## config.mk

```make
export PLATFORM = sky130hd
export DESIGN_NAME = ritc_dac_scheduler
export DESIGN_NICKNAME = d
export VERILOG_FILES = /design/src/rtl/ritc_dac_scheduler.sv
export SDC_FILE = /design/constraint.sdc
export NUM_CORES = 1
export LEC_CHECK = 0
export BUFFER_PORTS_ARGS = -buffer_cell sky130_fd_sc_hd__buf_2
export CAP_MARGIN = 20
export CORE_ASPECT_RATIO = 0.7
export CORE_MARGIN = 2
export CORE_UTILIZATION = 43
export CTS_BUF_LIST = sky130_fd_sc_hd__clkbuf_8
export DETAILED_ROUTE_END_ITERATION = 10
export GPL_TIMING_DRIVEN = 1
export PLACE_DENSITY = 0.61
export SKIP_LAST_GASP = 1
export SLEW_MARGIN = 25
export SYNTH_ARGS = -nofsm -noshare
export SYNTH_HDL_FRONTEND = slang
export SYNTH_SLANG_ARGS = --single-unit
```

## constraint.sdc

```tcl
create_clock -name clk_i -period 21.2 [get_ports clk_i]
set_input_delay 4.24 -clock clk_i [delete_from_list [all_inputs] [get_ports clk_i]]
set_output_delay 4.24 -clock clk_i [all_outputs]
set_load 0.03 [all_outputs]
```

## src/rtl/ritc_dac_scheduler.sv

```systemverilog
// Arbitrates user/servo writes into the 32-entry RITC DAC shadow, tracks dirty entries and
// sequences one-at-a-time serializer loads followed by a per-bank latch.
module ritc_dac_scheduler #(
    parameter logic [11:0] DEFAULT_VALUE    = 12'h800,
    parameter logic        SERVO_EN_DEFAULT = 1'b1
) (
    input  logic        clk_i,
    input  logic        rst_i,
    input  logic        user_sel_i,
    input  logic        user_wr_i,
    input  logic        user_rd_i,
    input  logic [5:0]  user_addr_i,
    input  logic [31:0] user_dat_i,
    output logic [31:0] user_dat_o,
    input  logic [4:0]  servo_addr_i,
    input  logic        servo_wr_i,
    input  logic [11:0] servo_i,
    input  logic        servo_update_i,
    output logic        dac_req_o,
    output logic [4:0]  dac_addr_o,
    output logic [11:0] dac_dat_o,
    input  logic        dac_ack_i,
    output logic [1:0]  dac_latch_o,
    input  logic        dac_latch_ack_i,
    output logic        busy_o,
    output logic        done_o
);

    typedef enum logic [2:0] {StIdle, StScan, StReq, StLatch, StDone} state_t;

    state_t      state_q, state_d;
    logic [4:0]  idx_q, idx_d;
    logic [11:0] shadow_q [32];
    logic [31:0] dirty_q, dirty_d;
    logic [1:0]  loaded_q, loaded_d;
    logic        pending_q, pending_d;
    logic        servo_en_q, servo_en_d;
    logic [15:0] coll_q, coll_d;
    logic        rewrite_q, rewrite_d;
    logic [4:0]  dac_addr_q, dac_addr_d;
    logic [11:0] dac_dat_q, dac_dat_d;
    logic [31:0] rd_dat_q, rd_mux;

    logic user_wr_en, user_ent_we, ctrl_we, servo_ok, servo_we, collision, trigger;
    logic hit_idx, hit_cur;
    logic unused_dat;

    assign unused_dat = ^user_dat_i[31:12];

    assign user_wr_en  = user_sel_i & user_wr_i;
    assign user_ent_we = user_wr_en & ~user_addr_i[5];
    assign ctrl_we     = user_wr_en & (user_addr_i == 6'h20);
    assign servo_ok    = servo_wr_i & servo_en_q;
    // The user side always wins a same-cycle write; the servo write is dropped.
    assign servo_we    = servo_ok & ~user_ent_we;
    assign collision   = servo_ok & user_ent_we;
    assign trigger     = (ctrl_we & user_dat_i[0]) | (servo_update_i & servo_en_q);

    assign hit_idx = (user_ent_we && (user_addr_i[4:0] == idx_q)) ||
                     (servo_we && (servo_addr_i == idx_q));
    assign hit_cur = (user_ent_we && (user_addr_i[4:0] == dac_addr_q)) ||
                     (servo_we && (servo_addr_i == dac_addr_q));

    always_comb begin
        servo_en_d = ctrl_we ? user_dat_i[1] : servo_en_q;
        coll_d     = coll_q;
        if (ctrl_we && user_dat_i[2]) begin
            coll_d = 16'h0000;
        end else if (collision && (coll_q != 16'hFFFF)) begin
            coll_d = coll_q + 16'd1;
        end
    end

    // Dirty clear on ack is applied before new writes so an ack-cycle write keeps the bit set.
    always_comb begin
        dirty_d = dirty_q;
        if ((state_q == StReq) && dac_ack_i && !rewrite_q) begin
            dirty_d[dac_addr_q] = 1'b0;
        end
        if (user_ent_we) begin
            dirty_d[user_addr_i[4:0]] = 1'b1;
        end
        if (servo_we) begin
            dirty_d[servo_addr_i] = 1'b1;
        end
    end

    always_comb begin
        state_d    = state_q;
        idx_d      = idx_q;
        loaded_d   = loaded_q;
        pending_d  = pending_q | (trigger & (state_q != StIdle));
        rewrite_d  = rewrite_q;
        dac_addr_d = dac_addr_q;
        dac_dat_d  = dac_dat_q;
        unique case (state_q)
            StIdle: begin
                if (trigger || pending_q) begin
                    state_d   = StScan;
                    idx_d     = 5'd0;
                    pending_d = 1'b0;
                end
            end
            StScan: begin
                if (dirty_q[idx_q]) begin
                    state_d    = StReq;
                    dac_addr_d = idx_q;
                    dac_dat_d  = shadow_q[idx_q];
                    rewrite_d  = hit_idx;
                end else if (idx_q == 5'd31) begin
                    state_d = (loaded_q != 2'b00) ? StLatch : StDone;
                end else begin
                    idx_d = idx_q + 5'd1;
                end
            end
            StReq: begin
                rewrite_d = rewrite_q | hit_cur;
                if (dac_ack_i) begin
                    loaded_d[dac_addr_q[4]] = 1'b1;
                    if (dac_addr_q == 5'd31) begin
                        state_d = StLatch;
                    end else begin
                        state_d = StScan;
                        idx_d   = dac_addr_q + 5'd1;
                    end
                end
            end
            StLatch: begin
                if (dac_latch_ack_i) begin
                    loaded_d = 2'b00;
                    state_d  = StDone;
                end
            end
            StDone: begin
                if (trigger || pending_q) begin
                    state_d   = StScan;
                    idx_d     = 5'd0;
                    pending_d = 1'b0;
                end else begin
                    state_d = StIdle;
                end
            end
            default: state_d = StIdle;
        endcase
    end

    always_comb begin
        rd_mux = 32'h0;
        if (!user_addr_i[5]) begin
            rd_mux = {20'h0, shadow_q[user_addr_i[4:0]]};
        end else if (user_addr_i == 6'h20) begin
            rd_mux = {coll_q, 12'h0, pending_q, busy_o, servo_en_q, |dirty_q};
        end else if (user_addr_i == 6'h21) begin
            rd_mux = dirty_q;
        end
    end

    always_ff @(posedge clk_i or posedge rst_i) begin
        if (rst_i) begin
            for (int i = 0; i < 32; i++) begin
                shadow_q[i] <= DEFAULT_VALUE;
            end
        end else if (user_ent_we) begin
            shadow_q[user_addr_i[4:0]] <= user_dat_i[11:0];
        end else if (servo_we) begin
            shadow_q[servo_addr_i] <= servo_i;
        end
    end

    always_ff @(posedge clk_i or posedge rst_i) begin
        if (rst_i) begin
            state_q    <= StIdle;
            idx_q      <= 5'd0;
            dirty_q    <= 32'hFFFF_FFFF;
            loaded_q   <= 2'b00;
            pending_q  <= 1'b0;
            servo_en_q <= SERVO_EN_DEFAULT;
            coll_q     <= 16'h0000;
            rewrite_q  <= 1'b0;
            dac_addr_q <= 5'd0;
            dac_dat_q  <= 12'h000;
            rd_dat_q   <= 32'h0;
        end else begin
            state_q    <= state_d;
            idx_q      <= idx_d;
            dirty_q    <= dirty_d;
            loaded_q   <= loaded_d;
            pending_q  <= pending_d;
            servo_en_q <= servo_en_d;
            coll_q     <= coll_d;
            rewrite_q  <= rewrite_d;
            dac_addr_q <= dac_addr_d;
            dac_dat_q  <= dac_dat_d;
            if (user_sel_i && user_rd_i) begin
                rd_dat_q <= rd_mux;
            end
        end
    end

    assign user_dat_o  = rd_dat_q;
    assign dac_req_o   = (state_q == StReq);
    assign dac_addr_o  = dac_addr_q;
    assign dac_dat_o   = dac_dat_q;
    assign dac_latch_o = (state_q == StLatch) ? loaded_q : 2'b00;
    assign busy_o      = (state_q != StIdle);
    assign done_o      = (state_q == StDone);

endmodule

```

==> flow_metrics.tcl, run 1 <==
set metrics [dict create \
    syn_to_final_growth_pct 10.6 \
    finalHoldViolCount 0 \
    synth_top_family_by_area "compound AO/OA/AOI/OAI gates" \
    rows 77 \
    cp.required_ns 21.74 \
    routed_wl_um 114000 \
    finalSetupViolations 0 \
    antenna_found_initial 12 \
    die_area_um2 66500 \
    status "finished, final reports clean" \
    pwr_density_cell_nw_per_um2 98.5 \
    synthFlopType "dfrtp_1" \
    slowest_stage "buf_4" \
    slew_headroom_pct 22.8 \
    syn_area_per_cell_um2 11.2 \
    synth_compound_area_share_pct 23.9 \
    synth_seq_cells 494 \
    clkSinkCount 494 \
    p_comb_share_pct 30.2 \
    fin_util_pct 48.3 \
    regArea_um2 12500 \
    cp.arrival_ns 8.52 \
    yosysTopAreaCell "dfrtp_1" \
    htree_levels 3 \
    synthAdderAreaFrac_pct 0.0903 \
    layoutNonFillerInstCount 3356 \
    fmax_mhz 125 \
    overflow 0 \
    drtIter0Drc 4346 \
    max_slew.worst_pin.slew_ns 1.16 \
    port_buffers 97 \
    crit_fanout 41 \
    grt_usage_pct 34.1 \
    yosysTopAreaCellShare_pct 38.8 \
    switching_power_mw 1.11 \
    maxSlewViolCount 0 \
    die_y_um 216 \
    critPathKind "in2reg" \
    async_reset_ff_share_pct 100 \
    num-fill-cells 5756 \
    final_layout_size_suffix_gt1_share_pct 26.3 \
    yosys_warnings 0 \
    crit_family "buffers and inverters" \
    synthMuxAreaShare_pct 19.2 \
    synthTopCellsByArea "dfrtp_1, mux4_2, a22oi_1" \
    num-nets-final 2524 \
    rsz0062_at_grt "no" \
    synth_commonest_cells "o21ai_0, dfrtp_1, a22oi_1" \
    cts_resized 0 \
    synth-edff-count 0 \
    cts_setup_buffers 0 \
    max_stage_delay_ns 0.80 \
    crit_path_end_kind "flop" \
    yosysMostFrequentCell "o21ai_0" \
    cts_root_buf "clkbuf_8" \
    clockPowerShare_pct 29.1 \
    wire_per_inst_um 34.1 \
    cts_tree "yes" \
    setup-tns-final_ns 0 \
    num_vias 24510 \
    cts_buffer_depth 3 \
    vdd_drop_max_uv 62.9 \
    ant_nets 0 \
    die_w_um 307 \
    drtPass1Iterations 7 \
    p_int_mw 1.90 \
    yosysUniqueCellTypes 66 \
    clk_pin_slew_ns 0.06 \
    place_congestion 1.00 \
    cp_cell_sequence "buf_6 -> buf_4 -> buf_4 -> mux4_2 -> a22o_1 -> a221oi_1 -> a31oi_1 -> a21oi_1 -> o21ai_0" \
    yosys.area_share.simple_pct 5.93 \
    ys_seq_area_share_pct 44.9 \
    path_buf_inv 3 \
    finClkSkew_ns 0.0430 \
    grt_first_pass_wirelength_um 165000 \
    multi_input_area_um2 14100 \
    dp.cells 3191 \
    drv_cap 0 \
    grt_pass1_vias 22944 \
    p_leak_nw 12.4 \
    synth-xor-area-share_pct 1.08 \
    clock_latency_ns 0.73 \
    start_util_pct 43.7 \
    finalPower_mw 3.02 \
    crit_path_start_kind "input pin" \
    synthesis.nets 2547 \
    sequentialPowerShare_pct 40.6 \
    cpMostUsedCell "buf_4" \
    fin_crit_ns 7.98 \
    dp_hpwl_um 74200 \
    numCtsBuffers 81 \
    p_sw_share_pct 36.9 \
    pin_count 118 \
    hold_buffers 0 \
    vias_per_cell 7.30 \
    final.period_utilization_pct 37.7 \
    synthCells 2481 \
    grt_max_degree 163 \
    hold_path.class "reg2reg" \
    synth_area_um2 27700 \
    core_area_um2 63400 \
    post-route-drc-count 0 \
]
## cell usage in the layout, fill, tap and decap left out, drive strengths merged, types with 6 or more instances in the layout
master | synthesis | final
a21oi | 28 | 28
a221oi | 11 | 11
a22o | 9 | 9
a22oi | 424 | 424
a31oi | 40 | 40
and2 | 12 | 12
and3 | 21 | 21
and3b | 6 | 6
buf | 62 | 194
clkbuf | 245 | 113
clkinv | 1 | 9
dfrtp | 429 | 429
dfstp | 65 | 65
inv | 16 | 49
mux2 | 15 | 15
mux2i | 7 | 7
mux4 | 226 | 226
nand2 | 146 | 146
nand3 | 29 | 29
nand3b | 6 | 6
nand4 | 10 | 10
nor2 | 39 | 39
nor3 | 17 | 17
nor3b | 7 | 7
nor4 | 16 | 16
o2111ai | 11 | 11
o211ai | 27 | 27
o21ai | 464 | 464
or3 | 7 | 7
xnor2 | 19 | 19
xor2 | 15 | 15
## per-layer routing
| metal | up-vias | GRT usage (%) | wire (um) |
|---|---|---|---|
| li1 | 9702 | - | - |
| met1 | 12550 | 48.6 | 44800 |
| met2 | 1970 | 46.3 | 46500 |
| met3 | 274 | 16.3 | 19500 |
| met4 | 14 | 9.19 | 3500 |
| met5 | - | 0 | 100 |
## tightest hold or removal path: cells and delay by family (launching register included)
family / cells / cell delay [ns]
AOI/OAI and AO/OA: 1 / 0.06
and+or+nand+nor: 1 / 0.04
DFF: 1 / 0.34
## per-stage QoR
stage	cell area, um^2	setup WS (ns)	hold slack (ns)
finish	30600	13.22	0.473
global route	30600	13.11	0.495
CTS	30400	13.36	0.479
detailed placement	28800	12.63	0.465
global placement	28700	12.67	0.459
floorplan	27700	3.28	0.470
## kinds of logic (layout without fill, tap and decap cells)
family / after synthesis / count (layout)
multiplexers: 248 / 248
flip-flops: 494 / 494
XOR/XNOR: 34 / 34
AO/OA/AOI/OAI: 1045 / 1045
adder cells (fa/ha/maj): 2 / 2
buffers and inverters: 324 / 367
other: 0 / 3
AND/OR/NAND/NOR: 334 / 334
## path summary, 6_finish.rpt
check	endpoint	depth (start not counted)	startpoint	slack (ns)
max in group asynchronous	shadow_q[131]	5	rst_i	15.59
min in group asynchronous	shadow_q[234]	2	rst_i	3.67
hold reg to reg	user_dat_o[25]	2	user_dat_o[25]	0.47
hold / removal	user_dat_o[25]	2	user_dat_o[25]	0.47
setup reg to reg	dac_dat_o[3]	7	idx_q[0]	16.77
setup / recovery	user_dat_o[7]	9	user_addr_i[0]	13.22
## power by group through the flow
stage	combinational [mW]	clock [mW]	sequential [mW]
floorplan	0.639	0	1.18
global placement	0.876	0	1.22
detailed placement	0.885	0	1.23
CTS	0.887	0.885	1.22
global route	0.962	0.924	1.24
finish	0.913	0.879	1.23
## flip-flops by register name, summed over array words and instances, names as in the netlist, 2 cells and up
name        count
dac_dat_o      12
user_dat_o     32
state_q         3
coll_q         16
loaded_q        2
dirty_q        32
shadow_q      384
idx_q           5
dac_addr_o      5
## layout make-up
type	instances	share of cell area [%]
clock buffers	106	4.76
clock inverters	43	0.674
repair buffers	201	4.25
inverters	17	0.233
flip-flops and latches	494	40.7
well taps	829	3.39
multi-input cells	1663	46.0
diodes	3	0.0245
(Power assumes the default switching activity.)
==> run 2, diff against run 1 <==
==> constraint.sdc (replaced) <==
create_clock -name clk_i -period 7.5 [get_ports clk_i]
set_input_delay 1.5 -clock clk_i [delete_from_list [all_inputs] [get_ports clk_i]]
set_output_delay 1.5 -clock clk_i [all_outputs]
set_load 0.03 [all_outputs]
==> run 2 against run 1 <==
- sequential share of layout area barely moved
- clock skew fell by 0.0057 ns
- non-clock buffer count fell by 10
- critical path depth fell by 2
- clock-buffer cell count fell by 5
- core utilization barely moved
- setup slack got worse by 10 ns
- hold slack improved by 0.0018 ns
- combinational power rose to 2.8 times the previous value
- die area did not move
- wire length rose by 0.26%
==> flow_metrics.tcl, run 2 (synthesis gave the netlist of run 1 again) <==
set metrics [dict create \
    hold_buffers 0 \
    drv_cap 0 \
    die_area_um2 66500 \
    r2r_start "idx_q[1]" \
    num-fill-cells 5772 \
    rsz0062_at_grt "no" \
    cts_tree "yes" \
    fmax_mhz 210 \
    fin_util_pct 48.3 \
    clkSinkCount 494 \
    wire_per_inst_um 34.2 \
    pwr_density_cell_nw_per_um2 283 \
    reg2reg_depth 6 \
    rows 77 \
    largest_reg_flops 384 \
    grt_first_pass_wirelength_um 164000 \
    ant_nets 0 \
    antenna_found_initial 14 \
    slew_headroom_pct 18.5 \
    grt_pass1_vias 22990 \
    whs_path_depth 2 \
    final_area_um2 30600 \
    crit_path_start_kind "input pin" \
    grt_max_degree 166 \
    cts_resized 0 \
    maxSlewViolCount 0 \
    critPathKind "in2reg" \
    min_from "user_dat_o[20]" \
    grt_usage_pct 34.1 \
    cts_buffer_depth 3 \
    die_w_um 307 \
    num_vias 24403 \
    cp-startpoint "user_addr_i[1]" \
    place_congestion 1.01 \
    fin_crit_ns 4.75 \
    die_y_um 216 \
    finalHoldViolCount 0 \
    htree_levels 3 \
    clock_latency_ns 0.73 \
    reg2reg_to "dac_dat_o[2]" \
    vias_per_cell 7.27 \
    status "finished, final reports clean" \
    r2r_slack_ns 3.70 \
    layout_common_cells "o21ai_0, dfrtp_1, a22oi_1, mux4_2, nand2_1" \
    crit_path_end_kind "flop" \
    numCtsBuffers 83 \
    routed_wl_um 115000 \
    cts_setup_buffers 0 \
    dp_hpwl_um 73900 \
    endpoint "shadow_q[329]" \
    cp.arrival_ns 5.29 \
    clk_pin_slew_ns 0.06 \
    core_area_um2 63400 \
    pin_count 118 \
    port_buffers 97 \
    top_register "shadow_q" \
    overflow 0 \
    fin_hold_ws_ns 0.475 \
    num-nets-final 2516 \
    post-route-drc-count 0 \
    p_leak_nw 12.4 \
    finalSetupViolations 0 \
    cts_root_buf "clkbuf_8" \
    finClkSkew_ns 0.0372 \
    final.period_utilization_pct 63.4 \
    start_util_pct 43.7 \
    hold_path.class "reg2reg" \
    drtPass1Iterations 6 \
    final_layout_size_suffix_gt1_share_pct 26.0 \
    drtIter0Drc 4142 \
    cp.required_ns 8.03 \
    place_area_um2 28700 \
    crit_fanout 53 \
    syn_to_final_growth_pct 10.6 \
    final_common_cell "o21ai_0" \
    max_slew.worst_pin.slew_ns 1.22 \
    vdd_drop_max_uv 244 \
]
-- run 2: power by group --
part	leakage, nW	internal [mW]	switching [mW]	total, mW
sequential	6.49	3.03	0.439	3.47
combinational	4.90	1.05	1.52	2.57
clock	1.02	1.43	1.21	2.64
-- run 2: worst min path at each step --
stage / to / slack [ns]
floorplan: dirty_q[22] / 0.47
global placement: user_dat_o[9] / 0.46
detailed placement: user_dat_o[2] / 0.46
CTS: user_dat_o[2] / 0.48
global route: user_dat_o[20] / 0.50
finish: user_dat_o[20] / 0.47
-- run 2: cell type report --
type	count	area, um^2	area share (%)
Antenna cell	8	20.0	0.0653
Sequential cell	494	12500	40.6
Timing Repair Buffer	191	1220	4.00
Inverter	17	67.6	0.220
Multi-Input combinational cell	1663	14100	45.9
Clock inverter	52	387	1.26
Clock buffer	101	1390	4.54
Tap cell	829	1040	3.38
-- run 2: layer usage --
metal | global-route usage, % | part of all wire [%] | vias to the layer above
met5 | 2.76 | 0.24 | -
met4 | 10.6 | 3.4 | 14
met3 | 18.4 | 18 | 292
met2 | 45.0 | 40 | 2067
met1 | 47.3 | 39 | 12342
li1 | - | - | 9688
-- run 2: critical path, stage by stage --
cell      delay (ns)
buf_4           0.40
buf_4           0.52
buf_4           0.80
nor3_1          0.18
and2_0          0.54
o211ai_1        1.06
o21ai_0         0.22
-- run 2: metrics by stage --
| step | cells | TNS (ns) | worst slack (ns) | total power [mW] |
|---|---|---|---|---|
| global placement | 3182 | 0 | 2.35 | 5.92 |
| global route | 3352 | 0 | 2.82 | 8.99 |
| finish | 3355 | 0 | 2.75 | 8.68 |
| CTS | 3339 | 0 | 3.04 | 8.59 |
| detailed placement | 3186 | 0 | 2.29 | 5.98 |
| floorplan | 2481 | -277.77 | -0.647 | 5.15 |
